<file path="src/rtl/opstack_scheduler.sv">
// Operator-stack (shunting-yard) scheduler for the calculator CPU: takes infix
// operator tokens and issues reduce commands to the evaluator in evaluation order.

package opstack_pkg;
    localparam int CO_AD = 1;
    localparam int CO_SB = 2;
    localparam int CO_MU = 3;
    localparam int CO_DI = 4;
    localparam int CO_PS = 5;
    localparam int CO_NS = 6;
    localparam int CO_LP = 7;
    localparam int CO_RP = 8;
    localparam int CO_OK = 9;
endpackage

// Precedence comparator: lle_rlt=1 means the stack top (b) must be reduced
// before the incoming operator (a) can be pushed.
module precedence
    import opstack_pkg::*;
#(
    parameter int CO_N = 4
) (
    input  logic [CO_N-1:0] a,
    input  logic [CO_N-1:0] b,
    output logic            lle_rlt
);
    function automatic logic [1:0] rank(input logic [CO_N-1:0] op);
        if (op == CO_N'(CO_PS) || op == CO_N'(CO_NS)) return 2'd3;
        if (op == CO_N'(CO_MU) || op == CO_N'(CO_DI)) return 2'd2;
        if (op == CO_N'(CO_AD) || op == CO_N'(CO_SB)) return 2'd1;
        return 2'd0;
    endfunction

    logic right_assoc;

    // Prefix operators are right-associative: only a strictly tighter top reduces.
    assign right_assoc = rank(a) == 2'd3;
    assign lle_rlt     = right_assoc ? (rank(a) < rank(b)) : (rank(a) <= rank(b));
endmodule

module opstack_scheduler
    import opstack_pkg::*;
#(
    parameter int CO_N  = 4,
    parameter int DEPTH = 8,
    parameter int DW    = 4
) (
    input  logic            clk,
    input  logic            rst_n,
    input  logic            clear,
    input  logic            tok_valid,
    input  logic [CO_N-1:0] tok_op,
    output logic            tok_ready,
    output logic            ev_valid,
    output logic [CO_N-1:0] ev_op,
    input  logic            ev_ready,
    output logic            done,
    output logic            err,
    output logic [1:0]      err_code,
    output logic [DW-1:0]   depth
);
    localparam int AW = (DEPTH > 1) ? $clog2(DEPTH) : 1;

    localparam logic [CO_N-1:0] OP_AD = CO_N'(CO_AD);
    localparam logic [CO_N-1:0] OP_SB = CO_N'(CO_SB);
    localparam logic [CO_N-1:0] OP_MU = CO_N'(CO_MU);
    localparam logic [CO_N-1:0] OP_DI = CO_N'(CO_DI);
    localparam logic [CO_N-1:0] OP_PS = CO_N'(CO_PS);
    localparam logic [CO_N-1:0] OP_NS = CO_N'(CO_NS);
    localparam logic [CO_N-1:0] OP_LP = CO_N'(CO_LP);
    localparam logic [CO_N-1:0] OP_RP = CO_N'(CO_RP);
    localparam logic [CO_N-1:0] OP_OK = CO_N'(CO_OK);

    typedef enum logic [2:0] {S_IDLE, S_ACCEPT, S_REDUCE, S_FLUSH, S_ERROR} state_t;
    typedef enum logic [2:0] {
        A_NONE, A_PUSH, A_POP_LP, A_REDUCE, A_FLUSH, A_OVERFLOW, A_BAD_RP, A_DISCARD
    } action_t;

    state_t          state;
    action_t         action;
    logic [CO_N-1:0] stack [DEPTH];
    logic [CO_N-1:0] top;
    logic            empty;
    logic            full;
    logic            top_lp;
    logic            lle_rlt;

    assign empty  = depth == '0;
    assign full   = depth == DW'(DEPTH);
    assign top    = stack[AW'(depth - DW'(1))];
    assign top_lp = top == OP_LP;

    precedence #(.CO_N(CO_N)) u_prec (
        .a       (tok_op),
        .b       (top),
        .lle_rlt (lle_rlt)
    );

    // Per-token decision, made in the same cycle the token is presented.
    always_comb begin
        action = A_NONE;
        if (!clear && tok_valid && (state == S_IDLE || state == S_ACCEPT)) begin
            case (tok_op)
                OP_LP, OP_PS, OP_NS: action = full ? A_OVERFLOW : A_PUSH;
                OP_RP: begin
                    if (empty)       action = A_BAD_RP;
                    else if (top_lp) action = A_POP_LP;
                    else             action = A_REDUCE;
                end
                OP_AD, OP_SB, OP_MU, OP_DI: begin
                    if (!empty && !top_lp && lle_rlt) action = A_REDUCE;
                    else                              action = full ? A_OVERFLOW : A_PUSH;
                end
                OP_OK:   action = A_FLUSH;
                default: action = A_DISCARD;
            endcase
        end
    end

    assign tok_ready = (action == A_PUSH) || (action == A_POP_LP) ||
                       (action == A_FLUSH) || (action == A_DISCARD);

    always_ff @(posedge clk) begin
        if (action == A_PUSH) stack[AW'(depth)] <= tok_op;
    end

    always_ff @(posedge clk or negedge rst_n) begin
        if (!rst_n) begin
            state    <= S_IDLE;
            depth    <= '0;
            ev_valid <= 1'b0;
            ev_op    <= '0;
            done     <= 1'b0;
            err      <= 1'b0;
            err_code <= 2'd0;
        end else if (clear) begin
            state    <= S_IDLE;
            depth    <= '0;
            ev_valid <= 1'b0;
            ev_op    <= '0;
            done     <= 1'b0;
            err      <= 1'b0;
            err_code <= 2'd0;
        end else begin
            done <= 1'b0;
            case (state)
                S_IDLE, S_ACCEPT: begin
                    if (tok_valid) state <= S_ACCEPT;
                    case (action)
                        A_PUSH:   depth <= depth + DW'(1);
                        A_POP_LP: depth <= depth - DW'(1);
                        A_REDUCE: begin
                            ev_valid <= 1'b1;
                            ev_op    <= top;
                            state    <= S_REDUCE;
                        end
                        A_FLUSH: state <= S_FLUSH;
                        A_OVERFLOW: begin
                            state    <= S_ERROR;
                            err      <= 1'b1;
                            err_code <= 2'd1;
                        end
                        A_BAD_RP: begin
                            state    <= S_ERROR;
                            err      <= 1'b1;
                            err_code <= 2'd2;
                        end
                        default: ;
                    endcase
                end
                // The pending token stays on tok_op and is re-judged against the new top.
                S_REDUCE: begin
                    if (ev_ready) begin
                        ev_valid <= 1'b0;
                        depth    <= depth - DW'(1);
                        state    <= S_ACCEPT;
                    end
                end
                S_FLUSH: begin
                    if (ev_valid) begin
                        if (ev_ready) begin
                            ev_valid <= 1'b0;
                            depth    <= depth - DW'(1);
                        end
                    end else if (empty) begin
                        done  <= 1'b1;
                        state <= S_IDLE;
                    end else if (top_lp) begin
                        state    <= S_ERROR;
                        err      <= 1'b1;
                        err_code <= 2'd3;
                    end else begin
                        ev_valid <= 1'b1;
                        ev_op    <= top;
                    end
                end
                S_ERROR: ;
                default: state <= S_IDLE;
            endcase
        end
    end
endmodule
</file>
<file path="config.mk">
export PLATFORM = sky130hd
export DESIGN_NAME = opstack_scheduler
export DESIGN_NICKNAME = d
export VERILOG_FILES = /design/src/rtl/opstack_scheduler.sv
export SDC_FILE = /design/constraint.sdc
export NUM_CORES = 1
export LEC_CHECK = 0
export ABC_AREA = 1
export BUFFER_PORTS_ARGS = -buffer_cell sky130_fd_sc_hd__clkbuf_2
export CORE_UTILIZATION = 35
export DETAILED_ROUTE_END_ITERATION = 7
export SYNTH_ARGS = -nofsm -noshare
export SYNTH_HDL_FRONTEND = slang
export SYNTH_HIERARCHICAL = 1
export SYNTH_SLANG_ARGS = --single-unit
</file>
<file path="constraint.sdc">
create_clock -name clk -period 4.3 [get_ports clk]
set_clock_uncertainty 0.2 [all_clocks]
set_input_delay 0.215 -clock clk [delete_from_list [all_inputs] [get_ports clk]]
set_output_delay 0.215 -clock clk [all_outputs]
set_load 0.1 [all_outputs]
</file>
==> impl_metrics.env <==
export IMPL_grt_pass1_vias=2242
export IMPL_antenna_left=0
export IMPL_cts_root_buf="clkbuf_8"
export IMPL_status="complete, no violations"
export IMPL_io_buffers=22
export IMPL_synth_seq_cells=48
export IMPL_cts_tree="done"
export IMPL_rows=32
export IMPL_yosys_area_top_type="edfxtp_1"
export IMPL_netlist_area_um2=2820
export IMPL_avgSynthCellArea_um2=7.93
export IMPL_peakVddDrop_mv=0.359
export IMPL_critPathCaptureType="output pin"
export IMPL_nFillCells=831
export IMPL_p_clk_frac=0.117
export IMPL_core_area_um2=7770
export IMPL_synth_async_reset_ratio=0.333
export IMPL_worst_pin_slew_ps=566
export IMPL_switching_share=0.539
export IMPL_power_mw=2.25
export IMPL_synth_fp_nets=370
export IMPL_yosysUniqueCellTypes=37
export IMPL_dr_total_vias=2346
export IMPL_fmax_ghz=0.253
export IMPL_drc=0
export IMPL_p_int_mw=1.04
export IMPL_clkTransAtPathRegs_ps=90
export IMPL_ys_seq_area_frac=0.482
export IMPL_slew_viol_final=0
export IMPL_path_delay_family="simple AND/OR/NAND/NOR gates"
export IMPL_grt_remaining_overflow=0
export IMPL_placedCellCount=477
export IMPL_synth_top_cells_by_count="nand2_1 (104), inv_1 (61), nand3_1 (39)"
export IMPL_nNetsFinal=399
export IMPL_htree_levels=2
export IMPL_cp_slowest_cell="dfrtp_2"
export IMPL_drt_initial_drc_count=103
export IMPL_gp_congestion=0.905
export IMPL_setup_viol=0
export IMPL_crit_path_start_kind="register"
export IMPL_synth_edf_count=32
export IMPL_p_switching_mw=1.21
export IMPL_cap_violations=0
export IMPL_syn_to_final_growth_pct=12.6
export IMPL_finalWirelength_mm=6.49
export IMPL_dp_hpwl_mm=4.80
export IMPL_antennaDiodeCount=0
export IMPL_grt_usage=0.165
export IMPL_ys_top_cells_by_area="edfxtp_1 (34%), dfrtp_1 (14%), nand2_1 (14%), inv_1 (8.1%), nand3_1 (6.9%)"
export IMPL_grt_max_degree=24
export IMPL_clock_latency_ps=300
export IMPL_cts_made_buffers=5
export IMPL_period_share=0.920
export IMPL_layout_min_cycle_time_ps=3960
export IMPL_worstPathMaxFanout=9
export IMPL_synthFlopType="edfxtp_1"
export IMPL_synth_top_area_frac=0.341
export IMPL_path_cells="inv_1 > ha_2 > inv_4 > nand3_1 > nand3_1 > nand2_1 > inv_1 > nand2_1 > nand2_1 > nand3b_1 > ha_1 > inv_1 > o21bai_1 > nand2_1 > nand3_2 > a21oi_2 > nand3_1 > nand4_1 > buf_12"
export IMPL_fp_dieArea_um2=8420
export IMPL_cpPeakStageDelay_ps=450
export IMPL_first_pass_iters=5
export IMPL_crit_type="register to output pin"
export IMPL_crit_buf_inv=5
export IMPL_slew_limit_headroom=0.624
export IMPL_power_density_nw_per_um2=708
export IMPL_ios=23
export IMPL_layoutNonFillerInstCount=487
export IMPL_cts_max_path_buffers=2
export IMPL_via_per_inst=4.82
export IMPL_drive_gt1_frac=0.166
export IMPL_grt_pass1_wl_mm=10.8
export IMPL_yosysMostFrequentCell="nand2_1"
export IMPL_pwr_share_seq=0.273
export IMPL_p_leak_nw=1.54
export IMPL_synth_cells=356
export IMPL_hold_viol=0
export IMPL_fin_setup_tns_ps=0
export IMPL_cts_sinks=48
export IMPL_yosys_warnings=6
export IMPL_required_ps=3880
export IMPL_wire_per_inst_um=13.3
export IMPL_antenna_found_initial=0
export IMPL_die_width_um=91.8
export IMPL_hold_class="input pin to register"
export IMPL_cp_common_cell="nand2_1"
export IMPL_rsz0062_at_grt="false"
export IMPL_start_util=0.363
export IMPL_die_h_um=91.8
export IMPL_p_comb_frac=0.610
export IMPL_worstPathArrival_ps=3540
==> routing by layer <==
metal | GRT usage | up-vias | part of all wire
met1 | 0.223 | 1084 | 0.46
met5 | 0 | - | 0
met4 | 0.0560 | 0 | 0.017
li1 | - | 1184 | -
met2 | 0.268 | 70 | 0.46
met3 | 0.0249 | 8 | 0.056
==> final cells by class <==
type | instances | area [um^2] | area share
Tap cell | 102 | 128 | 0.0402
Timing Repair Buffer | 28 | 173 | 0.0543
Sequential cell | 48 | 1370 | 0.430
Inverter | 69 | 262 | 0.0823
Multi-Input combinational cell | 233 | 1170 | 0.368
Clock buffer | 5 | 68.8 | 0.0217
Clock inverter | 2 | 12.5 | 0.00394
==> per-stage QoR <==
step,utilization,setup slack [ps],instance area [um^2],hold WS [ps]
2_1_floorplan,-,74.3,2830,-281
3_3_place_gp,0.394,371,3060,-29.0
3_5_place_dp,0.394,212,3060,-20.7
4_1_cts,0.406,144,3150,25.0
5_1_grt,0.409,40.5,3180,31.8
6_report,0.409,342,3180,34.8
==> worst paths after layout <==
path / from / to / slack (ps) / depth (start not counted)
max: depth[1] / tok_ready / 340 / 19
min: clear / ev_valid / 30 / 2
max reg2reg: depth[1] / stack[4][3] / 380 / 21
min reg2reg: err / err / 280 / 2
max in group asynchronous: rst_n / depth[0] / 3390 / 2
min in group asynchronous: rst_n / err_code[1] / 180 / 2
==> registers in the layout, summed over array words and instances, names as in the netlist <==
register,cells
err,1
done,1
ev_valid,1
state,3
ev_op,4
stack,32
err_code,2
depth,4
==> kinds of logic (layout without fill, tap and decap cells) <==
kind of cell / after synthesis / after routing / synth area share
flip-flops: 48 / 48 / 0.482
adder cells (fa/ha/maj): 5 / 5 / 0.0222
buffers and inverters: 75 / 104 / 0.106
XOR/XNOR: 6 / 6 / 0.0239
AO/OA/AOI/OAI: 25 / 25 / 0.0546
AND/OR/NAND/NOR: 197 / 197 / 0.311
==> cells in the final DEF, fill, tap and decap left out, drive strengths merged, types with 2 or more instances in the layout <==
master / count
clkbuf: 26
xor2: 5
dfrtp: 16
clkinv: 3
edfxtp: 32
buf: 6
nand2: 111
inv: 68
nand4: 3
ha: 5
nand3b: 2
nand3: 42
o21ai: 15
nor3: 10
a21oi: 4
nor2: 27
==> power groups by stage <==
stage	registers (mW)	logic [mW]	clock network, mW
6_report	0.615	1.37	0.262
5_1_grt	0.624	1.51	0.287
4_1_cts	0.636	1.32	0.273
3_5_place_dp	0.647	1.32	0
3_3_place_gp	0.643	1.30	0
2_1_floorplan	0.910	0.797	0
==> timing repair <==
action | 4_1_cts | 5_1_grt
resized for setup | 0 | 3
setup endpoints to repair | 0 | 29
buffers inserted | 0 | 2
hold endpoints to repair | 16 | 0
hold buffers | 1 | 0
(Power assumes the default switching activity.)
